<file path="config.mk">
export PLATFORM = sky130hd
export DESIGN_NAME = fb_arbiter
export DESIGN_NICKNAME = d
export VERILOG_FILES = /design/src/rtl/fb_arbiter.sv
export SDC_FILE = /design/constraint.sdc
export NUM_CORES = 1
export LEC_CHECK = 0
export CORE_MARGIN = 2
export CORE_UTILIZATION = 44
export CTS_CLUSTER_SIZE = 40
export DETAILED_ROUTE_END_ITERATION = 7
export PLACE_DENSITY = 0.94
export SLEW_MARGIN = 20
export SYNTH_ARGS = -nofsm -noshare
export SYNTH_HDL_FRONTEND = slang
export SYNTH_SLANG_ARGS = --single-unit
</file>
<file path="constraint.sdc">
create_clock -name clk -period 5.2 [get_ports clk]
set_clock_uncertainty 0.1 [all_clocks]
set_input_delay 1.04 -clock clk [delete_from_list [all_inputs] [get_ports clk]]
set_output_delay 1.04 -clock clk [all_outputs]
set_load 0.03 [all_outputs]
</file>
<file path="src/rtl/fb_arbiter.sv">
// Frame-buffer port arbiter: shares one synchronous-read RAM between scanout reads
// (strict priority) and draw-engine writes, with a starvation flag for the draw side.
module fb_arbiter #(
    parameter int ADDR_W       = 16,
    parameter int DATA_W       = 3,
    parameter int STARVE_LIMIT = 64
) (
    input  logic              clk,
    input  logic              reset,
    input  logic              vga_req,
    input  logic [ADDR_W-1:0] vga_addr,
    output logic [DATA_W-1:0] vga_data,
    output logic              vga_valid,
    input  logic              drw_req,
    input  logic [ADDR_W-1:0] drw_addr,
    input  logic [DATA_W-1:0] drw_data,
    output logic              drw_ack,
    output logic              drw_starved,
    output logic [ADDR_W-1:0] mem_addr,
    output logic              mem_we,
    output logic [DATA_W-1:0] mem_wdata,
    input  logic [DATA_W-1:0] mem_rdata
);

    localparam int CNT_W = $clog2(STARVE_LIMIT) + 1;
    localparam logic [CNT_W-1:0] LIMIT_C = CNT_W'(STARVE_LIMIT);
    localparam logic [CNT_W-1:0] ONE_C   = CNT_W'(1);

    typedef enum logic [1:0] {
        IDLE = 2'b00,
        RD   = 2'b01,
        WR   = 2'b10
    } state_t;

    state_t            state_q, state_d;
    logic [ADDR_W-1:0] mem_addr_q, mem_addr_d;
    logic [DATA_W-1:0] mem_wdata_q, mem_wdata_d;
    logic [DATA_W-1:0] vga_data_q, vga_data_d;
    logic              vga_valid_q, vga_valid_d;
    logic              rd_pend_q, rd_pend_d;
    logic [CNT_W-1:0]  wait_cnt_q, wait_cnt_d;
    logic              starved_q, starved_d;
    logic              drw_elig_s;
    logic              wr_grant_s;

    // Write and ack are both exactly "state is WR"; no extra decode logic.
    assign mem_we      = (state_q == WR);
    assign drw_ack     = (state_q == WR);
    assign mem_addr    = mem_addr_q;
    assign mem_wdata   = mem_wdata_q;
    assign vga_data    = vga_data_q;
    assign vga_valid   = vga_valid_q;
    assign drw_starved = starved_q;

    // A draw request seen on its own ack cycle is the tail of the finished write.
    assign drw_elig_s = drw_req & ~drw_ack;

    // Grant selection, memory command, read capture and starvation counting.
    always_comb begin
        state_d     = IDLE;
        mem_addr_d  = mem_addr_q;
        mem_wdata_d = mem_wdata_q;
        rd_pend_d   = 1'b0;
        wr_grant_s  = 1'b0;
        vga_valid_d = rd_pend_q;
        vga_data_d  = vga_data_q;
        wait_cnt_d  = wait_cnt_q;

        if (rd_pend_q) begin
            vga_data_d = mem_rdata;
        end else begin
            vga_data_d = vga_data_q;
        end

        case (state_q)
            IDLE, RD, WR: begin
                if (vga_req) begin
                    state_d    = RD;
                    mem_addr_d = vga_addr;
                    rd_pend_d  = 1'b1;
                end else if (drw_elig_s) begin
                    state_d     = WR;
                    mem_addr_d  = drw_addr;
                    mem_wdata_d = drw_data;
                    wr_grant_s  = 1'b1;
                end else begin
                    state_d = IDLE;
                end
            end
            default: begin
                state_d = IDLE;
            end
        endcase

        if (!drw_req || drw_ack || wr_grant_s) begin
            wait_cnt_d = '0;
        end else if (wait_cnt_q < LIMIT_C) begin
            wait_cnt_d = wait_cnt_q + ONE_C;
        end else begin
            wait_cnt_d = wait_cnt_q;
        end

        starved_d = (wait_cnt_d == LIMIT_C);
    end

    // State and output registers with synchronous reset.
    always_ff @(posedge clk) begin
        if (reset) begin
            state_q     <= IDLE;
            mem_addr_q  <= '0;
            mem_wdata_q <= '0;
            vga_data_q  <= '0;
            vga_valid_q <= 1'b0;
            rd_pend_q   <= 1'b0;
            wait_cnt_q  <= '0;
            starved_q   <= 1'b0;
        end else begin
            state_q     <= state_d;
            mem_addr_q  <= mem_addr_d;
            mem_wdata_q <= mem_wdata_d;
            vga_data_q  <= vga_data_d;
            vga_valid_q <= vga_valid_d;
            rd_pend_q   <= rd_pend_d;
            wait_cnt_q  <= wait_cnt_d;
            starved_q   <= starved_d;
        end
    end

endmodule

</file>
==> impl_metrics.sql, run 1 <==
INSERT INTO impl_metrics (metric_group, metric, value, unit) VALUES
('run_status', 'status', 'completed', ''),
('floorplanning', 'initial_core_util', '47.2', '%'),
('final_layout', 'finalNetCount', '258', ''),
('critical_path', 'critPathMaxFanout', '32', ''),
('timing', 'max_slew_headroom', '36.6', '%'),
('routing', 'postRouteWirelength', '3.27', 'mm'),
('critical_path', 'setup.reg_to_reg.worst_slack', '3.34', 'ns'),
('critical_path', 'end_kind', 'flop', ''),
('clocking', 'worst_skew_pair.late_latency', '0.33', 'ns'),
('floorplanning', 'die_w', '61.7', 'microns'),
('timing', 'final_critical_period', '2.84', 'ns'),
('routing', 'detailroute.wirelength.met2', '1.65', 'mm'),
('routing', 'routedLengthMet1', '1.35', 'mm'),
('clocking', 'root_buffer', 'sky130_fd_sc_hd__clkbuf_4', ''),
('floorplanning', 'die-height', '61.7', 'microns'),
('logic_synthesis', 'synth.lib_cells_used.distinct', '28', ''),
('logic_synthesis', 'asyncSetResetFlopFracSynth', '0', '%'),
('final_layout', 'layout-area-overhead-vs-synth', '49.0', '%'),
('critical_path', 'crit_type', 'in2reg', ''),
('logic_synthesis', 'synthesis.area', '0.00147', 'sq mm'),
('logic_synthesis', 'yosys-top-cells-area', 'sky130_fd_sc_hd__dfxtp_1, sky130_fd_sc_hd__mux2i_1, sky130_fd_sc_hd__nor2_1', ''),
('routing', 'detailedRoute.firstIterationViolations', '57', ''),
('timing', 'hold-worst-slack', '0.404', 'ns'),
('place', 'pre_cts_slack', '2.00', 'ns'),
('logic_synthesis', 'yosys_register_bits', '33', ''),
('routing', 'num_vias', '1269', ''),
('routing', 'routed.top_layer', 'met4', ''),
('timing', 'timing.final.crit_share', '54.7', '%'),
('global_routing', 'grt_max_degree', '33', ''),
('final_layout', 'multi_input_comb_area', '731', 'sq um'),
('floorplanning', 'rows', '20', ''),
('logic_synthesis', 'synth.avg_cell_area', '9.64', 'sq um'),
('final_layout', 'layout.filler_cells', '258', ''),
('critical_path', 'crit_arrival', '2.98', 'ns'),
('clocking', 'clk_pin_slew', '0.10', 'ns'),
('place', 'count_of_input_and_output_buffers', '67', ''),
('final_layout', 'mostFrequentLayoutCell', 'sky130_fd_sc_hd__clkdlybuf4s50_1', ''),
('floorplanning', 'pin_count', '68', ''),
('place', 'dpl.hpwl', '2.44', 'mm'),
('critical_path', 'timing.reg2reg.worst_path_depth', '4', ''),
('floorplanning', 'design.die.area', '0.00381', 'sq mm'),
('final_layout', 'insertedDiodeCount', '0', ''),
('routing', 'wl_met3', '232', 'microns'),
('floorplanning', 'design.core.area', '0.00310', 'sq mm'),
('critical_path', 'nature_of_the_critical_path_startpoint', 'primary input', ''),
('timing', 'tightestPinTransition', '0.952', 'ns'),
('global_routing', 'grt.overflow.total', '0', ''),
('clocking', 'cts-root-to-sink-buffers', '2', ''),
('power', 'max-vdd-ir-drop', '0.000180', 'V'),
('clocking', 'cts.sink_count', '33', ''),
('clocking', 'cts_resized', '0', ''),
('final_layout', 'final_cell_mix', 'sky130_fd_sc_hd__clkdlybuf4s50_1, sky130_fd_sc_hd__nor2_1, sky130_fd_sc_hd__dfxtp_1, sky130_fd_sc_hd__mux2i_1, sky130_fd_sc_hd__a211oi_1', ''),
('global_routing', 'grt_first_pass_wirelength', '5.33', 'mm'),
('timing', 'setup_repair_after_global_routing_missed_its_margin', 'false', ''),
('power', 'power.leakage', '0.851', 'nW'),
('global_routing', 'antenna_violations_before_repair', '0', ''),
('final_layout', 'final_core_utilization', '70.4', '%'),
('global_routing', 'gr-usage-all-layers', '19.3', '%'),
('global_routing', 'number_of_global_route_vias_before_repair', '1208', ''),
('timing', 'timing.final.ws_setup', '2.36', 'ns'),
('timing', 'maxClockFrequency', '352', 'MHz'),
('logic_synthesis', 'netlist.area_leader.share', '45.1', '%'),
('final_layout', 'ff_latch_area', '661', 'sq um'),
('timing', 'report.final.setup_viol', '0', ''),
('routing', 'route.detailed.drc', '0', ''),
('place', 'place_congestion', '0.840', ''),
('logic_synthesis', 'count_of_yosys_warnings_during_synthesis', '0', ''),
('logic_synthesis', 'synthDominantAreaCellType', 'sky130_fd_sc_hd__dfxtp_1', ''),
('worst_hold_path', 'holdCritPathClass', 'reg2reg', ''),
('worst_hold_path', 'min_path_cells', '2', ''),
('clocking', 'postCtsHoldBufs', '0', '');
-- state kept, by name, summed over array words and instances, names as in the netlist --
name / count
drw_starved: 1
vga_data: 3
mem_wdata: 3
state_q: 2
vga_valid: 1
mem_addr: 16
wait_cnt_q: 7
-- cell type report --
type	count	share of cell area, %
clock buffer	6	1.89
clock inverter	2	0.458
inverter	2	0.344
multi-input combinational	105	33.5
sequential	33	30.3
tap	44	2.52
timing repair buffer	68	31.1
-- per-layer routing --
layer / global-route usage (%) / vias to the layer above
li1: - / 653
met1: 22.5 / 566
met2: 31.3 / 44
met3: 8.07 / 6
met4: 7.90 / 0
met5: 0 / -
-- cells in the mapped netlist (2+ instances only) --
| library cell | n |
|---|---|
| sky130_fd_sc_hd__buf_2 | 5 |
| sky130_fd_sc_hd__nand3_1 | 2 |
| sky130_fd_sc_hd__nand2_1 | 5 |
| sky130_fd_sc_hd__dfxtp_1 | 33 |
| sky130_fd_sc_hd__buf_4 | 2 |
| sky130_fd_sc_hd__xnor2_1 | 3 |
| sky130_fd_sc_hd__a21oi_1 | 2 |
| sky130_fd_sc_hd__nor2b_1 | 3 |
| sky130_fd_sc_hd__mux2i_1 | 23 |
| sky130_fd_sc_hd__xor2_1 | 3 |
| sky130_fd_sc_hd__a211oi_1 | 16 |
| sky130_fd_sc_hd__nor3b_1 | 2 |
| sky130_fd_sc_hd__clkbuf_1 | 3 |
| sky130_fd_sc_hd__nor2_1 | 35 |
| sky130_fd_sc_hd__inv_1 | 2 |
-- metrics by stage --
stage	power, mW	area, sq um	std cells
6_report	0.541	2180	260
5_1_grt	0.571	2180	260
4_1_cts	0.546	2180	260
3_5_place_dp	0.411	2130	252
3_3_place_gp	0.408	2130	252
2_1_floorplan	0.347	1470	152
-- worst max-delay path, cell delays in order --
cell and delay (ns):
sky130_fd_sc_hd__clkdlybuf4s50_1 0.45, sky130_fd_sc_hd__buf_4 0.30, sky130_fd_sc_hd__a22o_1 0.82, sky130_fd_sc_hd__nor2_1 0.12
sky130_fd_sc_hd__a211oi_1 0.25
-- final timing paths --
| kind | startpoint | endpoint |
|---|---|---|
| worst min register to register | mem_wdata[1]$_SDFFE_PP0P_ | mem_wdata[1]$_SDFFE_PP0P_ |
| worst min-delay path | mem_wdata[1]$_SDFFE_PP0P_ | mem_wdata[1]$_SDFFE_PP0P_ |
| worst max-delay path | vga_req | mem_addr[10]$_SDFFE_PP0P_ |
| worst max register to register | state_q[0]$_SDFF_PP0_ | mem_addr[10]$_SDFFE_PP0P_ |
-- cell families (layout without fill, tap and decap cells) --
group                      count (synthesis)  in the layout  share of synthesized area (%)
AOI/OAI and AO/OA                         22             22                           12.4
xor gates and xnor gates                   6              6                           3.59
adders and majority gates                  1              1                          0.854
buffers and inverters                     14             78                           5.04
DFF                                       33             33                           45.1
muxes                                     24             24                           16.5
and+or+nand+nor                           52             52                           16.6
-- power by group --
group	internal, mW	total (mW)	switching (mW)
Combinational	0.0673	0.128	0.0610
Clock	0.0514	0.136	0.0847
Sequential	0.267	0.276	0.00881
Total	0.386	0.541	0.155
Power figures use the tool's default switching activity.
==> run 2: changes to the inputs <==
- CORE_UTILIZATION: 44 -> 41
- PLACE_DENSITY: 0.94 -> 0.89
- clock period: 5.2 -> 2.9 ns (I/O delays scaled with it)
==> run 2 against run 1 <==
Net effect: wire length is 1.9% lower; register-to-register slack worse by 2.2 ns; combinational power is 81% higher; clock-buffer cell count is 1 higher; via count is 0.63% higher; core utilization is 4.7 points lower.
==> impl_metrics.sql, run 2 (same netlist as run 1, synthesis figures left out) <==
INSERT INTO impl_metrics (metric_group, metric, value, unit) VALUES
('run_status', 'status', 'completed', ''),
('critical_path', 'critPathMaxFanout', '4', ''),
('timing', 'tightestPinTransition', '0.376', 'ns'),
('clocking', 'post-cts-setup-buffer-count', '0', ''),
('floorplanning', 'die_w', '63.8', 'microns'),
('critical_path', 'critPathMaxStageDelay', '0.69', 'ns'),
('critical_path', 'nature_of_the_critical_path_startpoint', 'flop', ''),
('global_routing', 'grt_max_degree', '33', ''),
('clocking', 'tritoncts_clock_tree', 'done', ''),
('critical_path', 'crit_arrival', '1.61', 'ns'),
('timing', 'max_slew_headroom', '74.8', '%'),
('clocking', 'cts-root-to-sink-buffers', '2', ''),
('clocking', 'cts.sink_count', '33', ''),
('place', 'place_congestion', '0.891', ''),
('floorplanning', 'design.die.area', '0.00407', 'sq mm'),
('final_layout', 'layout-area-overhead-vs-synth', '52.0', '%'),
('final_layout', 'max_ffs_per_register', '16', ''),
('routing', 'detailedRoute.firstIterationViolations', '39', ''),
('routing', 'viasPerCell', '4.82', ''),
('place', 'numPlacedInstances', '257', ''),
('timing', 'setup_repair_after_global_routing_missed_its_margin', 'false', ''),
('routing', 'drt_pre_antenna_iters', '4', ''),
('floorplanning', 'design.core.area', '0.00339', 'sq mm'),
('routing', 'postRouteWirelength', '3.21', 'mm'),
('floorplanning', 'rows', '21', ''),
('final_layout', 'finalNetCount', '261', ''),
('run', 'max-cap-violations', '0', ''),
('place', 'dpl.hpwl', '2.42', 'mm'),
('global_routing', 'antenna_violations_before_repair', '0', ''),
('clocking', 'cts_max_level', '2', ''),
('clocking', 'clk_pin_slew', '0.10', 'ns'),
('timing', 'maxClockFrequency', '436', 'MHz'),
('final_layout', 'final_layout_size_suffix_gt1_share', '7.31', '%'),
('routing', 'route.detailed.drc', '0', ''),
('power', 'combinationalPowerShare', '22.8', '%'),
('power', 'max-vdd-ir-drop', '0.000240', 'V'),
('final_layout', 'final_cell_mix', 'sky130_fd_sc_hd__clkdlybuf4s50_1, sky130_fd_sc_hd__nor2_1, sky130_fd_sc_hd__dfxtp_1, sky130_fd_sc_hd__mux2i_1, sky130_fd_sc_hd__a211oi_1', ''),
('critical_path', 'end_kind', 'output port', ''),
('power', 'power.net_switching', '275', 'uW'),
('clocking', 'cts_resized', '0', ''),
('final_layout', 'final_area', '0.00223', 'sq mm'),
('place', 'count_of_input_and_output_buffers', '67', ''),
('critical_path', 'cp_cell_instances', 'inv_1, nor2_1, clkdlybuf4s50_1', ''),
('global_routing', 'grt.overflow.total', '0', ''),
('timing', 'report.final.setup_viol', '0', ''),
('clocking', 'root_buffer', 'sky130_fd_sc_hd__clkbuf_4', ''),
('final_layout', 'mostFrequentLayoutCell', 'sky130_fd_sc_hd__clkdlybuf4s50_1', ''),
('final_layout', 'fin_cells', '265', ''),
('power', 'sw_frac_of_total', '27.0', '%'),
('clocking', 'postCtsHoldBufs', '0', ''),
('routing', 'route.detailed.wl_per_inst', '12.1', 'microns'),
('timing', 'timing.setup.tns', '0', 'ns'),
('floorplanning', 'die-height', '63.8', 'microns'),
('timing', 'timing.final.crit_share', '79.1', '%'),
('timing', 'hold_violations', '0', ''),
('floorplanning', 'pin_count', '68', ''),
('critical_path', 'required_time_worst_endpoint', '2.22', 'ns'),
('clocking', 'worst_skew_pair.late_latency', '0.33', 'ns'),
('timing', 'hold-worst-slack', '0.402', 'ns'),
('critical_path', 'cell_with_the_biggest_individual_delay_on_the_critical_path', 'sky130_fd_sc_hd__clkdlybuf4s50_1', ''),
('power', 'power.share.clock', '28.6', '%'),
('place', 'placedInstanceArea', '0.00216', 'sq mm'),
('routing', 'antenna_violating_nets_post_route', '0', ''),
('global_routing', 'grt_first_pass_wirelength', '5.60', 'mm'),
('power', 'powerDensity', '457', 'mW/mm^2'),
('timing', 'final_critical_period', '2.29', 'ns'),
('power', 'power_report.internal_total', '743', 'uW'),
('power', 'power.leakage', '0.874', 'nW'),
('final_layout', 'insertedDiodeCount', '0', ''),
('critical_path', 'crit_type', 'reg2out', ''),
('routing', 'num_vias', '1277', ''),
('clocking', 'numCtsBuffers', '5', ''),
('global_routing', 'gr-usage-all-layers', '17.5', '%'),
('worst_hold_path', 'holdCritPathClass', 'reg2reg', ''),
('final_layout', 'layout.filler_cells', '284', ''),
('global_routing', 'number_of_global_route_vias_before_repair', '1264', ''),
('power', 'p_seq_share', '48.6', '%'),
('floorplanning', 'initial_core_util', '43.2', '%'),
('timing', 'drv_slew', '0', '');
## run 2: metal layers
| metal | up-vias | routed length, microns | global-route usage, % |
|---|---|---|---|
| li1 | 660 | - | - |
| met5 | - | 0 | 0 |
| met1 | 578 | 1400 | 20.9 |
| met3 | 5 | 183 | 5.81 |
| met4 | 0 | 48 | 7.34 |
| met2 | 34 | 1570 | 28.8 |
## run 2: path summary, 6_finish.rpt
path,endpoint,startpoint,cells past startpoint,slack [ns]
setup reg to reg,drw_starved$_SDFF_PP0_,wait_cnt_q[0]$_SDFF_PP0_,5,1.11
setup / recovery,mem_we,state_q[1]$_SDFF_PP0_,3,0.61
hold / removal,mem_addr[5]$_SDFFE_PP0P_,mem_addr[5]$_SDFFE_PP0P_,2,0.40
hold reg to reg,mem_addr[5]$_SDFFE_PP0P_,mem_addr[5]$_SDFFE_PP0P_,2,0.40
## run 2: cell type report
type	count	area (sq um)	area share, %
multi-input combinational	105	731	32.8
clock buffer	7	65.1	2.92
sequential	33	661	29.7
clock inverter	1	5.00	0.225
tap	46	57.6	2.58
timing repair buffer	71	701	31.5
inverter	2	7.51	0.337
## run 2: stage by stage
stage	utilization, %	setup WS [ns]	power, mW
2_1_floorplan	-	1.07	0.622
3_3_place_gp	63.6	0.669	0.735
3_5_place_dp	63.6	0.616	0.739
4_1_cts	65.7	0.583	1.03
5_1_grt	65.7	0.518	1.07
6_report	65.7	0.607	1.02
## run 2: worst max-delay path, delay by kind of cell, from the launching register on
kind	cells	cell delay, ns
buffers and inverters	2	0.77
flip-flops	1	0.40
AND/OR/NAND/NOR	1	0.13
## run 2: power groups by stage
stage / sequential, mW / combinational, mW / clock, mW
after floorplan: 0.550 / 0.0717 / 0
after global placement: 0.504 / 0.231 / 0
after detailed placement: 0.505 / 0.234 / 0
after CTS: 0.495 / 0.235 / 0.299
after global routing: 0.498 / 0.250 / 0.320
final: 0.494 / 0.232 / 0.291
